**src/rtl/key_step_conditioner.sv**
```systemverilog
// Debounced single-step key front end: sync, debounce, one strobe per press.
// Optional auto-repeat while held: define KEY_STEP_AUTOREPEAT_EN.
module key_step_conditioner #(
  parameter int DEBOUNCE_CYCLES = 1000000
`ifdef KEY_STEP_AUTOREPEAT_EN
  , parameter int REPEAT_DELAY  = 25000000
  , parameter int REPEAT_PERIOD = 10000000
`endif
) (
  input  logic       clock,
  input  logic       reset,
  input  logic       key_n,
  input  logic       data_in,
  output logic       step,
  output logic       step_bit,
  output logic       pressed,
  output logic [7:0] step_count
);

  localparam int CW = $clog2(DEBOUNCE_CYCLES) + 1;
  localparam logic [CW-1:0] CNT_LAST = CW'(DEBOUNCE_CYCLES - 1);

  localparam logic [1:0] RELEASED    = 2'd0;
  localparam logic [1:0] PRESS_CHK   = 2'd1;
  localparam logic [1:0] HELD        = 2'd2;
  localparam logic [1:0] RELEASE_CHK = 2'd3;

  logic          key_q1, key_s;
  logic          data_q1, data_s;
  logic [1:0]    state, state_d;
  logic [CW-1:0] cnt, cnt_d;
  logic          fire;

`ifdef KEY_STEP_AUTOREPEAT_EN
  localparam int RMAX = (REPEAT_DELAY > REPEAT_PERIOD) ?
                        REPEAT_DELAY : REPEAT_PERIOD;
  localparam int RW = $clog2(RMAX) + 1;

  logic [RW-1:0] rcnt, rcnt_d, rlast;
  logic          rpt, rpt_d;

  // First repeat waits the long delay, later ones the period
  assign rlast = rpt ? RW'(REPEAT_PERIOD - 1) : RW'(REPEAT_DELAY - 1);
`endif

  always_ff @(posedge clock or negedge reset) begin
    if (!reset) begin
      key_q1  <= 1'b1;
      key_s   <= 1'b1;
      data_q1 <= 1'b0;
      data_s  <= 1'b0;
    end else begin
      key_q1  <= key_n;
      key_s   <= key_q1;
      data_q1 <= data_in;
      data_s  <= data_q1;
    end
  end

  always_comb begin
    state_d = state;
    cnt_d   = cnt;
    fire    = 1'b0;
`ifdef KEY_STEP_AUTOREPEAT_EN
    rcnt_d  = rcnt;
    rpt_d   = rpt;
`endif
    unique case (1'b1)
      (state == RELEASED): begin
        if (!key_s) begin
          state_d = PRESS_CHK;
          cnt_d   = '0;
        end
      end
      (state == PRESS_CHK): begin
        if (key_s) begin
          state_d = RELEASED;
        end else if (cnt == CNT_LAST) begin
          state_d = HELD;
          fire    = 1'b1;
`ifdef KEY_STEP_AUTOREPEAT_EN
          rcnt_d  = '0;
          rpt_d   = 1'b0;
`endif
        end else begin
          cnt_d = cnt + CW'(1);
        end
      end
      (state == HELD): begin
        if (key_s) begin
          state_d = RELEASE_CHK;
          cnt_d   = '0;
`ifdef KEY_STEP_AUTOREPEAT_EN
          rcnt_d  = '0;
          rpt_d   = 1'b0;
        end else if (rcnt == rlast) begin
          fire   = 1'b1;
          rcnt_d = '0;
          rpt_d  = 1'b1;
        end else begin
          rcnt_d = rcnt + RW'(1);
`endif
        end
      end
      default: begin
        if (!key_s) begin
          state_d = HELD;
`ifdef KEY_STEP_AUTOREPEAT_EN
          rcnt_d  = '0;
          rpt_d   = 1'b0;
`endif
        end else if (cnt == CNT_LAST) begin
          state_d = RELEASED;
        end else begin
          cnt_d = cnt + CW'(1);
        end
      end
    endcase
  end

  always_ff @(posedge clock or negedge reset) begin
    if (!reset) begin
      state      <= RELEASED;
      cnt        <= '0;
      step       <= 1'b0;
      step_bit   <= 1'b0;
      step_count <= 8'd0;
    end else begin
      state <= state_d;
      cnt   <= cnt_d;
      step  <= fire;
      if (fire) begin
        step_bit   <= data_s;
        step_count <= step_count + 8'd1;
      end
    end
  end

`ifdef KEY_STEP_AUTOREPEAT_EN
  always_ff @(posedge clock or negedge reset) begin
    if (!reset) begin
      rcnt <= '0;
      rpt  <= 1'b0;
    end else begin
      rcnt <= rcnt_d;
      rpt  <= rpt_d;
    end
  end
`endif

  assign pressed = (state == HELD) || (state == RELEASE_CHK);

endmodule
```
**config.mk**
```make
export PLATFORM = sky130hd
export DESIGN_NAME = key_step_conditioner
export DESIGN_NICKNAME = d
export VERILOG_FILES = /design/src/rtl/key_step_conditioner.sv
export SDC_FILE = /design/constraint.sdc
export NUM_CORES = 1
export LEC_CHECK = 0
export ABC_AREA = 1
export CAP_MARGIN = 10
export CELL_PAD_IN_SITES_DETAIL_PLACEMENT = 1
export CELL_PAD_IN_SITES_GLOBAL_PLACEMENT = 1
export CORE_UTILIZATION = 38
export CTS_CLUSTER_DIAMETER = 100
export CTS_CLUSTER_SIZE = 30
export DETAILED_ROUTE_END_ITERATION = 10
export GPL_ROUTABILITY_DRIVEN = 0
export PLACE_DENSITY = 0.82
export SLEW_MARGIN = 20
export SYNTH_ARGS = -nofsm -noshare
export SYNTH_HDL_FRONTEND = slang
export SYNTH_SLANG_ARGS = --single-unit
```
**constraint.sdc**
```tcl
create_clock -name clock -period 1.6 [get_ports clock]
set_input_delay 0.48 -clock clock [delete_from_list [all_inputs] [get_ports clock]]
set_output_delay 0.48 -clock clock [all_outputs]
set_load 0.01 [all_outputs]
```
==> impl_metrics.csv, run 1 <==
group,metric,value,unit
clock_network,clk_latency,0.30,ns
sta,fin_ws,-0.0361,ns
global_routing,antenna_found_initial,0,
setup_path,endpoint_kind,"flip-flop",
clock_network,root_buffer,"clkbuf_8",
floorplan,start_util,0.400,
power,leakage,1.35,nW
global_routing,grt_pass1_vias,2278,
drt,drt_wl_total,7100,µm
floorplan,die_width,78.6,µm
drt,drc,0,
clock_network,clk_pin_slew,0.08,ns
clock_network,holdBufCountCts,0,
setup_path,arrival,1.80,ns
final_layout,area_delta_synth_final,31.9,%
drt,ant_nets,0,
clock_network,cts_buffers,5,
synthesis,synth_nets,322,
sta,report.final.slew_viol_count,0,
final_layout,final_cell_mix,"106 x nand2_1, 36 x nor2_1, 34 x nand3_1",
drt,dr.pass1.iters,5,
sta,hold_violations,0,
setup_path,r2r_slack,-0.04,ns
power,p_sw_frac,0.247,
synthesis,yosysWarnings,0,
synthesis,ys_seq_elements,37,
clock_network,cts_max_level,2,
final_layout,final_common_cell,"nand2_1",
synthesis,ys_seq_area_frac,0.417,
global_routing,grt_usage,0.228,
status,violations,"setup timing",
power,powerDensity,619,mW/mm²
placed_design,io_buffer_count,14,
synthesis,avgSynthCellArea,7.05,µm²
status,status,"complete, but fails checks",
global_routing,grt_max_degree,38,
flow_run,drv_cap,0,
placed_design,preCtsSetupSlack,-0.0526,ns
global_routing,grt_pass1_wl,10900,µm
setup_path,r2r-start,"cnt[6]$_DFFE_PN0P_",
floorplan,fp.dieH,78.6,µm
sta,fin_crit,1.64,ns
setup_path,rr_worst_depth,7,
power,power_frac_comb,0.086,
setup_path,crit_fanout,8,
placed_design,dp.cells,415,
floorplan,die_area,0.00617,mm²
sta,clock_skew,0.00748,ns
final_layout,fin_cells,439,
setup_path,start_kind,"flip-flop",
synthesis,synthCells,316,
drt,wl_per_cell,16.2,µm
drt,vias_per_cell,5.18,
clock_network,cts.sinks,37,
clock_network,max-clock-path-buffers,2,
floorplan,core_area,0.00557,mm²
sta,finalCritPeriodShare,1.02,
sta,max_freq,611,MHz
final_layout,drive_above_1_share,0.221,
drt,vias,2276,
power,p_int,1.37,mW
sta,finalSetupViolCount,2,
synthesis,synth_area,0.00223,mm²
sta,worst_slew_pin_slew,0.313,ns
setup_path,r2r_end,"cnt[0]$_DFFE_PN0P_",
final_layout,final_nets,372,
setup_path,critPathRequiredTime,1.77,ns
clock_network,cts_tree,"done",
sta,maxSlewHeadroom,0.791,
final_layout,n_antenna_cell,0,
drt,drt_iter0_drc,90,
power,power.switching,0.449,mW
power,seqPwrFrac,0.533,
floorplan,row_count,27,
power,clockPowerShare,0.381,
setup_path,crit_type,"reg2reg",
floorplan,io_pins,15,
placed_design,dp_hpwl,4720,µm
global_routing,grt_overflow,0,
power,ir_drop,0.356,mV
synthesis,synth_cell_types,28,
worst_hold_path,min_path_type,"in2async",
==> worst max path at each step <==
stage | end | from | slack [ns]
4_1_cts | step_count[4]$_DFFE_PN0P_ | cnt[1]$_DFFE_PN0P_ | 0.0007
5_1_grt | cnt[0]$_DFFE_PN0P_ | cnt[6]$_DFFE_PN0P_ | -0.14
6_report | cnt[0]$_DFFE_PN0P_ | cnt[6]$_DFFE_PN0P_ | -0.04
3_3_place_gp | cnt[8]$_DFFE_PN0P_ | cnt[0]$_DFFE_PN0P_ | 0.03
2_1_floorplan | cnt[8]$_DFFE_PN0P_ | cnt[0]$_DFFE_PN0P_ | 0.07
3_5_place_dp | cnt[8]$_DFFE_PN0P_ | cnt[0]$_DFFE_PN0P_ | -0.05
==> through the flow <==
stage / instance area (µm²) / power (mW) / hold slack (ns) / setup TNS, ns / utilization
4_1_cts: 2720 / 1.81 / 0.148 / 0 / 0.488
3_5_place_dp: 2580 / 1.11 / 0.336 / -0.0694 / 0.463
2_1_floorplan: 2230 / 1.04 / 0.184 / 0 / -
5_1_grt: 2940 / 1.90 / 0.150 / -1.56 / 0.527
3_3_place_gp: 2580 / 1.10 / 0.332 / 0 / 0.463
6_report: 2940 / 1.82 / 0.135 / -0.0490 / 0.527
==> power groups by stage <==
stage,logic [mW],clock network [mW],registers (mW)
floorplan,0.0574,0,0.982
global placement,0.120,0,0.981
detailed placement,0.124,0,0.982
CTS,0.126,0.720,0.964
global route,0.175,0.754,0.971
finish,0.156,0.694,0.969
==> cell usage after synthesis <==
master / count / area [µm²]
dfrtp_1: 35 / 876
o21ai_2: 2 / 17.5
nand3_2: 1 / 10.0
xor2_1: 8 / 70.1
nand3_1: 36 / 180
nor3_1: 3 / 15.0
a21oi_1: 1 / 5.00
clkbuf_1: 2 / 7.51
inv_1: 26 / 97.6
o21bai_1: 1 / 7.51
inv_2: 1 / 3.75
dfstp_2: 2 / 52.6
and2_1: 3 / 18.8
nand2_4: 1 / 11.3
nor2_4: 1 / 11.3
and3_1: 1 / 6.26
nand4_1: 5 / 31.3
or2_2: 3 / 18.8
o21ai_0: 14 / 70.1
xnor2_1: 2 / 17.5
ha_1: 2 / 25.0
buf_6: 1 / 11.3
nand3b_1: 3 / 22.5
buf_2: 1 / 5.00
nor2_1: 44 / 165
nand2_1: 111 / 417
nor2_2: 4 / 25.0
buf_8: 2 / 30.0
==> cell families after synthesis <==
| family | after synthesis | share of synthesized area |
|---|---|---|
| compound gates | 18 | 0.0449 |
| xor+xnor | 10 | 0.0393 |
| fa+ha+maj | 2 | 0.0112 |
| buf+inv | 33 | 0.0696 |
| flops | 37 | 0.417 |
| simple gates | 216 | 0.418 |
==> flip-flops by register name (all words and copies together) (netlist names), named ones only <==
register	count
data_q1	1
state	1
key_q1	1
cnt	21
key_s	1
step	1
step_count	8
step_bit	1
data_s	1
==> per-layer routing <==
| layer | GRT usage | part of all wire |
|---|---|---|
| met5 | 0 | 0 |
| met4 | 0.0741 | 0.013 |
| met3 | 0.0442 | 0.019 |
| met2 | 0.366 | 0.50 |
| met1 | 0.306 | 0.47 |
==> timing repair <==
item,CTS,global route
gates resized for setup,15,28
setup buffers,6,6
setup endpoints to repair,23,30
pin swaps,1,6
gates cloned,0,4
==> layout make-up <==
type	count	area [µm²]
Inverter	27	101
Fill cell	700	2630
Clock inverter	1	7.51
Tap cell	72	90.1
Sequential cell	37	936
Clock buffer	7	86.3
Multi-Input combinational cell	247	1250
Timing Repair Buffer	48	467
==> critical path, cell delays in order, from the launching register on <==
cell       delay, ns
dfrtp_1         0.46
inv_1           0.16
nand3_1         0.16
nor2_4          0.18
nand3_4         0.14
nand2_8         0.15
clkbuf_16       0.16
o21ai_0         0.09
No activity file was read; power rests on OpenSTA's default activity.
==> run 2: changes to the inputs <==
CORE_MARGIN = 2   (was default)
==> run 2 against run 1 <==
Net effect:
- the run still ends with setup timing left
- non-clock buffer count up 3
- power up 1.7%
- sequential power down 0.4%
- design area up 0.51%
- sequential cell count unchanged
- combinational power about the same
- global-route usage down 0.85 points
- die area up 5.2%
- first-iteration DRC count down 3.3%
- maximum frequency about the same
- hold slack worse by 0.044 ns
- critical path type unchanged
- largest cell class unchanged
- largest power group unchanged
- highest routed layer unchanged
==> impl_metrics.csv, run 2 (synthesis gave the netlist of run 1 again) <==
group,metric,value,unit
drt,wl_per_cell,16.7,µm
sta,report.final.slew_viol_count,0,
clock_network,holdBufCountCts,0,
power,clockPowerShare,0.392,
drt,dr.pass1.iters,4,
drt,vias,2242,
drt,ant_nets,0,
final_layout,final_common_cell,"nand2_1",
sta,finalCritPeriodShare,1.02,
final_layout,final_util,0.530,
floorplan,core_area,0.00557,mm²
setup_path,crit_fanout,4,
setup_path,r2r_slack,-0.04,ns
power,power.switching,0.480,mW
power,p_int,1.37,mW
setup_path,rr_worst_depth,9,
worst_hold_path,min_path_type,"in2async",
sta,finalSetupViolCount,8,
clock_network,clk_pin_slew,0.08,ns
setup_path,endpoint_kind,"flip-flop",
final_layout,stdcell_area,0.00296,mm²
setup_path,startpoint,"cnt[5]$_DFFE_PN0P_",
power,leakage,1.37,nW
final_layout,final_nets,375,
sta,fin_crit,1.64,ns
final_layout,n_antenna_cell,0,
drt,vias_per_cell,5.07,
global_routing,grt_usage,0.219,
final_layout,drive_above_1_share,0.216,
status,status,"complete, but fails checks",
clock_network,cts_max_level,2,
final_layout,largest_register_ffs,21,
sta,fin_ws,-0.0361,ns
power,seqPwrFrac,0.522,
global_routing,grt_pass1_vias,2224,
global_routing,grt_max_degree,24,
floorplan,start_util,0.400,
setup_path,crit_type,"reg2reg",
placed_design,io_buffer_count,14,
final_layout,reg.largest.list,"cnt (21), step_count (8)",
power,power_frac_comb,0.086,
floorplan,die_width,80.6,µm
clock_network,clk_latency,0.31,ns
setup_path,cp_num_cells,9,
sta,maxSlewHeadroom,0.736,
setup_path,cp_top_family,"simple AND/OR/NAND/NOR gates",
floorplan,io_pins,15,
power,p_sw_frac,0.260,
drt,drt_iter0_drc,87,
setup_path,cp_slowest_cell,"dfrtp_1",
setup_path,critPathRequiredTime,1.83,ns
setup_path,arrival,1.86,ns
drt,drt_wl_total,7370,µm
floorplan,die_area,0.00649,mm²
global_routing,grt_overflow,0,
setup_path,r2r-start,"cnt[5]$_DFFE_PN0P_",
global_routing,grt_pass1_wl,10800,µm
clock_network,max-clock-path-buffers,2,
sta,finalSetupTns,-0.0831,ns
setup_path,critical_path.cell_chain,"nand2_2, nor2_2, nand2_2, nor2_4, nand3_4, buf_4, inv_1, nor2_1, a21oi_1",
sta,hold_violations,0,
sta,clock_skew,0.00931,ns
sta,rsz0062_at_grt,"true",
setup_path,critPathMaxStageDelay,0.40,ns
status,violations,"setup timing",
final_layout,final_cell_mix,"105 x nand2_1, 39 x nor2_1, 34 x nand3_1",
final_layout,top_register,"cnt",
sta,worst_slew_pin_slew,0.395,ns
flow_run,drv_cap,0,
setup_path,critical_path_buf_inv_count,2,
clock_network,root_buffer,"clkbuf_8",
floorplan,row_count,27,
final_layout,area_delta_synth_final,32.6,%
power,ir_drop,0.412,mV
clock_network,cts_tree,"done",
placed_design,preCtsSetupSlack,-0.000580,ns
floorplan,fp.dieH,80.6,µm
sta,max_freq,611,MHz
setup_path,cp_common_cell,"nand2_2",
global_routing,antenna_found_initial,0,
clock_network,cts.sinks,37,
setup_path,start_kind,"flip-flop",
clock_network,cts_buffers,5,
placed_design,placed_area,0.00259,mm²
placed_design,dp_hpwl,4750,µm
power,powerDensity,626,mW/mm²
drt,drc,0,
run 2: cell count changes in the layout (fill, tap and decap cells not counted), moves of 2 or more:
cell	change
buf_4	+3
o21ai_1	+7
nor2_1	+3
dfrtp_2	-2
o21ai_0	-7
nor2_2	-3
dfrtp_1	+2
run 2: final cells by class:
class                      instances  area [µm²]
multi-input combinational        247        1240
tap                               72        90.1
timing repair buffer              51         489
clock inverter                     2        13.8
clock buffer                       6        82.6
sequential                        37         933
fill                             722        2620
inverter                          27         101
run 2: stage by stage:
| stage | power, mW | instances | hold slack (ns) |
|---|---|---|---|
| final | 1.85 | 442 | 0.0915 |
| after global routing | 1.91 | 442 | 0.124 |
| after CTS | 1.83 | 429 | 0.100 |
| after detailed placement | 1.11 | 417 | 0.348 |
| after global placement | 1.10 | 417 | 0.335 |
| after floorplan | 1.04 | 316 | 0.184 |
run 2: power by group through the flow:
stage                     Clock (mW)  Combinational (mW)  Sequential, mW
after floorplan                    0              0.0574           0.982
after global placement             0               0.123           0.980
after detailed placement           0               0.126           0.982
after CTS                      0.739               0.126           0.964
after global routing           0.773               0.174           0.966
final                          0.726               0.159           0.965
run 2: worst min path at each step:
stage / cells after the start / endpoint / slack [ns] / start
floorplan: 0 / async pin / 0.18 / reset
global placement: 0 / data_s$_DFF_PN0_ / 0.34 / data_q1$_DFF_PN0_
detailed placement: 0 / key_s$_DFF_PN1_ / 0.35 / key_q1$_DFF_PN1_
CTS: 1 / cnt[19]$_DFFE_PN0P_ / 0.10 / reset
global route: 1 / cnt[4]$_DFFE_PN0P_ / 0.12 / reset
finish: 1 / cnt[4]$_DFFE_PN0P_ / 0.09 / reset
run 2: routing by layer:
| metal | GRT usage | share of wire | vias to the layer above |
|---|---|---|---|
| li1 | - | - | 1100 |
| met5 | 0 | 0 | - |
| met4 | 0.0898 | 0.026 | 0 |
| met3 | 0.0472 | 0.026 | 15 |
| met1 | 0.280 | 0.45 | 1098 |
| met2 | 0.360 | 0.50 | 29 |
run 2: timing repair:
| item | 4_1_cts | 5_1_grt |
|---|---|---|
| buffers inserted | 4 | 9 |
| pin swaps | 0 | 5 |
| setup endpoints to repair | 25 | 30 |
| gates resized for setup | 14 | 31 |
| gates cloned | 0 | 4 |
